$ cat config.mk
export PLATFORM = sky130hd
export DESIGN_NAME = mc_ctrl_fsm
export DESIGN_NICKNAME = d
export VERILOG_FILES = /design/src/rtl/mc_ctrl_fsm.sv
export SDC_FILE = /design/constraint.sdc
export NUM_CORES = 1
export LEC_CHECK = 0
export ABC_AREA = 1
export ABC_CLOCK_PERIOD_IN_PS = 2100
export CAP_MARGIN = 10
export CELL_PAD_IN_SITES_DETAIL_PLACEMENT = 0
export CELL_PAD_IN_SITES_GLOBAL_PLACEMENT = 1
export CORE_MARGIN = 2
export CORE_UTILIZATION = 32
export DETAILED_ROUTE_END_ITERATION = 6
export PLACE_DENSITY = 0.84
export SKIP_CTS_REPAIR_TIMING = 1
export SLEW_MARGIN = 10
export SYNTH_ARGS = -nofsm -noshare
export SYNTH_HDL_FRONTEND = slang
export SYNTH_SLANG_ARGS = --single-unit
$ cat constraint.sdc
create_clock -name Clk -period 2.1 [get_ports Clk]
set_input_delay 0.42 -clock Clk [delete_from_list [all_inputs] [get_ports Clk]]
set_output_delay 0.42 -clock Clk [all_outputs]
set_load 0.05 [all_outputs]
$ cat src/rtl/mc_ctrl_fsm.sv
// Multi-cycle IF/ID/EX/MEM/WB control unit for the 16-bit TSC-style CPU core.
// Define MC_CTRL_PERF_EN to add the cycle_cnt/stall_cnt performance counters.
module mc_ctrl_fsm #(
    parameter int WORD_SIZE   = 16,
    parameter int CNT_W       = 16,
    parameter int MEM_TIMEOUT = 0
) (
    input  logic                 Clk,
    input  logic                 Reset,
    input  logic [WORD_SIZE-1:0] mem_data_in,
    input  logic                 mem_ready,
    input  logic                 bcond,
    output logic [WORD_SIZE-1:0] ir,
    output logic                 mem_read,
    output logic                 mem_write,
    output logic                 iord,
    output logic                 ir_write,
    output logic                 reg_write,
    output logic [1:0]           reg_dst,
    output logic [1:0]           wb_sel,
    output logic                 alu_src_b,
    output logic                 ext_sign,
    output logic                 pc_write,
    output logic [1:0]           pc_src,
    output logic                 out_en,
    output logic [CNT_W-1:0]     num_inst,
    output logic                 is_halted,
`ifdef MC_CTRL_PERF_EN
    output logic [CNT_W-1:0]     cycle_cnt,
    output logic [CNT_W-1:0]     stall_cnt,
`endif
    output logic                 bus_err
);

    localparam int WAIT_W = (MEM_TIMEOUT > 1) ? $clog2(MEM_TIMEOUT) : 1;

    typedef enum logic [2:0] {S_IF, S_ID, S_EX, S_MEM, S_WB, S_HALT} state_t;

    typedef enum logic [3:0] {
        C_NOP, C_BRANCH, C_ADI, C_ORI, C_LHI, C_LWD, C_SWD,
        C_JMP, C_JAL, C_JPR, C_JRL, C_WWD, C_HLT, C_ALU
    } iclass_t;

    state_t              state;
    state_t              next_state;
    iclass_t             iclass;
    logic [3:0]          opcode;
    logic [5:0]          funct;
    logic [WAIT_W-1:0]   wait_cnt;
    logic                timeout_hit;
    logic                timeout;
    logic                retire;

    assign opcode      = ir[WORD_SIZE-1 -: 4];
    assign funct       = ir[5:0];
    assign timeout_hit = (MEM_TIMEOUT > 0) && (wait_cnt == WAIT_W'(MEM_TIMEOUT - 1));

    always_comb begin
        iclass = C_NOP;
        case (opcode)
            4'd0, 4'd1, 4'd2, 4'd3: iclass = C_BRANCH;
            4'd4:  iclass = C_ADI;
            4'd5:  iclass = C_ORI;
            4'd6:  iclass = C_LHI;
            4'd7:  iclass = C_LWD;
            4'd8:  iclass = C_SWD;
            4'd9:  iclass = C_JMP;
            4'd10: iclass = C_JAL;
            4'd15: begin
                if (funct < 6'd8) begin
                    iclass = C_ALU;
                end else begin
                    case (funct)
                        6'd25:   iclass = C_JPR;
                        6'd26:   iclass = C_JRL;
                        6'd28:   iclass = C_WWD;
                        6'd29:   iclass = C_HLT;
                        default: iclass = C_NOP;
                    endcase
                end
            end
            default: iclass = C_NOP;
        endcase
    end

    // Strobes decode state/ir (plus the handshake inputs) and are forced low while Reset is held.
    always_comb begin
        // NOTE: every output gets a default first so no path through the case can infer a latch.
        next_state = state;
        retire     = 1'b0;
        timeout    = 1'b0;
        mem_read   = 1'b0;
        mem_write  = 1'b0;
        iord       = 1'b0;
        ir_write   = 1'b0;
        reg_write  = 1'b0;
        reg_dst    = 2'd0;
        wb_sel     = 2'd0;
        alu_src_b  = 1'b0;
        ext_sign   = 1'b0;
        pc_write   = 1'b0;
        pc_src     = 2'd0;
        out_en     = 1'b0;
        if (!Reset) begin
            case (state)
                S_IF: begin
                    mem_read = 1'b1;
                    iord     = 1'b1;
                    if (mem_ready) begin
                        ir_write   = 1'b1;
                        next_state = S_ID;
                    end else if (timeout_hit) begin
                        timeout    = 1'b1;
                        next_state = S_HALT;
                    end
                end
                S_ID: begin
                    next_state = S_IF;
                    retire     = 1'b1;
                    case (iclass)
                        C_JMP: begin
                            pc_write = 1'b1;
                            pc_src   = 2'd2;
                        end
                        C_JAL, C_JRL: begin
                            reg_write = 1'b1;
                            reg_dst   = 2'd2;
                            wb_sel    = 2'd2;
                            pc_write  = 1'b1;
                            pc_src    = (iclass == C_JAL) ? 2'd2 : 2'd3;
                        end
                        C_JPR: begin
                            pc_write = 1'b1;
                            pc_src   = 2'd3;
                        end
                        C_WWD: begin
                            out_en   = 1'b1;
                            pc_write = 1'b1;
                        end
                        C_NOP: pc_write = 1'b1;
                        C_HLT: next_state = S_HALT;
                        default: begin
                            next_state = S_EX;
                            retire     = 1'b0;
                        end
                    endcase
                end
                S_EX: begin
                    case (iclass)
                        C_BRANCH: begin
                            pc_write   = 1'b1;
                            pc_src     = {1'b0, bcond};
                            ext_sign   = 1'b1;
                            next_state = S_IF;
                            retire     = 1'b1;
                        end
                        C_LWD, C_SWD: begin
                            alu_src_b  = 1'b1;
                            ext_sign   = 1'b1;
                            next_state = S_MEM;
                        end
                        C_ADI, C_LHI: begin
                            alu_src_b  = 1'b1;
                            ext_sign   = 1'b1;
                            next_state = S_WB;
                        end
                        C_ORI: begin
                            alu_src_b  = 1'b1;
                            next_state = S_WB;
                        end
                        C_ALU:   next_state = S_WB;
                        default: next_state = S_IF;
                    endcase
                end
                S_MEM: begin
                    mem_read  = (iclass == C_LWD);
                    mem_write = (iclass != C_LWD);
                    if (mem_ready) begin
                        if (iclass == C_LWD) begin
                            next_state = S_WB;
                        end else begin
                            pc_write   = 1'b1;
                            next_state = S_IF;
                            retire     = 1'b1;
                        end
                    end else if (timeout_hit) begin
                        timeout    = 1'b1;
                        next_state = S_HALT;
                    end
                end
                S_WB: begin
                    reg_write  = 1'b1;
                    wb_sel     = (iclass == C_LWD) ? 2'd1 : 2'd0;
                    reg_dst    = (iclass == C_ALU) ? 2'd1 : 2'd0;
                    pc_write   = 1'b1;
                    next_state = S_IF;
                    retire     = 1'b1;
                end
                default: next_state = S_HALT;
            endcase
        end
    end

    always_ff @(posedge Clk) begin
        // NOTE: sequential state uses non-blocking assignments so all registers update from pre-edge values.
        if (Reset) begin
            state     <= S_IF;
            ir        <= '0;
            num_inst  <= '0;
            is_halted <= 1'b0;
            bus_err   <= 1'b0;
            wait_cnt  <= '0;
`ifdef MC_CTRL_PERF_EN
            cycle_cnt <= '0;
            stall_cnt <= '0;
`endif
        end else begin
            state <= next_state;
            if (ir_write) ir <= mem_data_in;
            if (retire) num_inst <= num_inst + 1'b1;
            if (next_state == S_HALT) is_halted <= 1'b1;
            if (timeout) bus_err <= 1'b1;
            // The wait counter restarts on every state change and on every completed access.
            if (mem_ready || next_state != state) begin
                wait_cnt <= '0;
            end else if ((state == S_IF || state == S_MEM) && MEM_TIMEOUT > 0) begin
                wait_cnt <= wait_cnt + 1'b1;
            end
`ifdef MC_CTRL_PERF_EN
            if (state != S_HALT) cycle_cnt <= cycle_cnt + 1'b1;
            if ((state == S_IF || state == S_MEM) && !mem_ready) stall_cnt <= stall_cnt + 1'b1;
`endif
        end
    end

endmodule

==> summary.md <==
| Metric | Value |
|---|---|
| Status | `finished, violations left` |
| Failing checks | `negative setup slack` |
| Setup TNS | `-1560 ps` |
| VDD IR-drop max | `386 µV` |
| Max-slew headroom at the worst pin | `64.1%` |
| Syn_nets | `368` |
| Sw Ratio | `35.2%` |
| Data arrival, critical path | `1950 ps` |
| CTS Buf Count | `5` |
| Commonest cells in the netlist | `61 x nor2_1, 51 x nand2_1, 46 x inv_1, 36 x dfxtp_1, 33 x nand3_1` |
| Synth-to-Final Area Change | `63.3%` |
| Remaining DRCs | `0` |
| GPL Wtd Cong | `about 0.85` |
| TritonCTS clock tree | `yes` |
| Pleak | `1.46 nW` |
| Antenna cells | `0` |
| Final setup fails | `8` |
| CTS max path bufs | `2` |
| Pre-Repair DR Iteration Count | `4` |
| Layout cell share with drive strength beyond 1 | `31.3%` |
| Post-DR vias/cell | `4.65` |
| Type of origin of the critical path | `register` |
| EDFF count, synth | `0` |
| Register bit total from synthesis | `36` |
| Synth warn | `0` |
| Gate power share | `33.0%` |
| Cells after Synth | `347` |
| CTS root buf | `clkbuf_8` |
| CTS clock-pin slew for the worst setup and hold paths | `70 ps` |
| Asr flop ratio synth | `0%` |
| CP required | `1680 ps` |
| F_max | `approximately 420 MHz` |
| Max H-tree Level | `2` |
| Die W | `88.5 µm` |
| Fin cells | `531` |
| Final Cycle Share | `113%` |
| Switching pwr | `0.000719 W` |
| Int Pwr | `0.00132 W` |
| Largest area contributor in the netlist | `dfxtp_1` |
| Filler instances | `between 600 and 700` |
| Synth unique cells | `36` |
| Ports | `roughly 70` |
| Seq/Total Area, Yosys | `31.5%` |
| CTS sink cnt | `36` |
| DP Cell Count | `515` |
| PortBufs | `67` |
| Dpl hpwl | `4990 µm` |
| Routed length per instance | `12.8 µm` |
| RSZ-0062 raised after global routing | `yes` |
| HP Class | `register to register` |
| Most common cell in the netlist | `nor2_1` |
| Syn Std Cell Area | `2280 µm²` |
| Total Routing Usage GR | `16.8%` |
| Critical path endpoint category | `primary output` |
| Share of the synthesized area in the top cell type | `31.5%` |
| Clock group share of total power | `29.6%` |
| Total wire length | `between 6000 and 7000 µm` |
| Metal-1 WL | `3150 µm` |
| Met3 Wirelength | `172 µm` |
| Nets | `455` |
| Final worst setup slack | `-270 ps` |
| Max Transition Viols Final | `0` |
| Initial DRC count | `48` |
| Power density cells | `548 nW/µm²` |
| Slew @ Worst Pin | `536 ps` |
| Design area | `3730 µm²` |
| Core area | `6870 µm²` |
| Met2 wire length | `about 3400 µm` |
| Critical path peak fanout | `4` |
| Largest net degree at the start of global routing | `29` |
| Initial antenna violation count | `0` |
| Synthesized area per cell | `6.58 µm²` |
| Die area | `7830 µm²` |
| Min Clock Period, post-route | `2370 ps` |
| Clk Latency, worst-skew pair | `slightly below 300 ps` |
| Sequential share of power | `a little under two fifths` |
| Die H | `88.5 µm` |
| Synth area leaders | `dfxtp_1 32%, nor2_1 10%, nand2_1 8.4%` |
| Top routing layer used | `met4` |
| Setup Crit Path Kind | `register to primary output` |
| Hold Violations, Final | `0` |
| Vias | `2467` |
| Post-synth top flop | `dfxtp_1` |
| Max-cap violations | `0` |
| First-pass GRT wire length | `10300 µm` |
| Dpl cell area | `3370 µm²` |
| ANT nets after route | `0` |
| Hold_ws | `454 ps` |
| Initial Utilization | `33.3%` |
| Gr ovfl total | `0` |
| Core Rows | `30` |
| Final setup skew | `4.96 ps` |
| Vias in the first global route | `2204` |
## cell usage in the layout (no fill, tap or decap), drive strengths merged, types with 2 or more instances in the layout
cell | synthesis | routed
nand4 | 4 | 4
nand3b | 2 | 2
o21ai | 21 | 21
a21boi | 3 | 3
clkdlybuf4s50 | 0 | 50
nor3 | 11 | 11
inv | 48 | 47
xnor2 | 3 | 3
nor2 | 63 | 63
nand3 | 34 | 34
xor2 | 10 | 10
nand2 | 65 | 65
a21oi | 25 | 25
dfxtp | 36 | 36
clkbuf | 7 | 6
dlymetal6s2s | 0 | 2
buf | 5 | 40
a211oi | 4 | 4
## critical path: stages, from the launching register on
cell and delay (ps):
dfxtp_4 360, inv_4 40, nor2_4 160, nand3_2 110, buf_6 130, a21boi_4 150
nor2_2 70, nand2_2 90, inv_4 40, nand2_4 60, nor3_4 40, a31oi_2 190
nor2_4 70, buf_12 140
## routing by layer
metal	GRT usage, %	vias up
met5	0	-
met4	4.55	0
met3	2.99	7
met2	28.1	43
met1	22.2	1137
li1	-	1280
## path summary, 6_finish.rpt
kind                           from                        to  slack, ps  cells past startpoint
max              ir[4]$_SDFFE_PP0P_                 pc_src[0]       -270                     13
max reg2reg      ir[4]$_SDFFE_PP0P_  num_inst[0]$_SDFFE_PP0P_        100                     14
min          is_halted$_SDFFE_PP0N_    is_halted$_SDFFE_PP0N_        450                      2
min reg2reg  is_halted$_SDFFE_PP0N_    is_halted$_SDFFE_PP0N_        450                      2
## cells by family after synthesis
kind of cell | synth area share (%)
compound gates | 15.6
xor+xnor | 4.98
fa+ha+maj | 0.548
buf+inv | 11.2
flops | 31.5
other cells | 0.164
simple gates | 35.9
## power by group through the flow
stage                     sequential [W]  clock, W  combinational, W
after floorplan                 0.000886         0          0.000269
after global placement          0.000772         0          0.000608
after detailed placement        0.000773         0          0.000609
after CTS                       0.000758  0.000621          0.000611
after global routing            0.000770  0.000646          0.000721
final                           0.000764  0.000605          0.000675
## per-stage QoR
stage	power [W]	worst slack (ps)	utilization [%]
final	0.00204	-270	54.3
after global routing	0.00214	-383	54.3
after CTS	0.00199	-264	50.6
after detailed placement	0.00138	5.58	49.0
after global placement	0.00138	38.6	49.0
after floorplan	0.00116	-0.660	-
## area by class of cell
cell class              count  area, µm²  area share, %
clock buffers               6       72.6           1.95
clock inverters             2       35.0          0.939
inverters                  48        189           5.07
multi-input cells         251       1540           41.4
flip-flops and latches     36        762           20.4
well taps                  96        120           3.22
repair buffers             92       1010           27.0
## state kept, by name (all words and copies together), names as in the netlist
register and cells:
state 3, ir 16, num_inst 16, is_halted 1
Power figures use the tool's default switching activity.
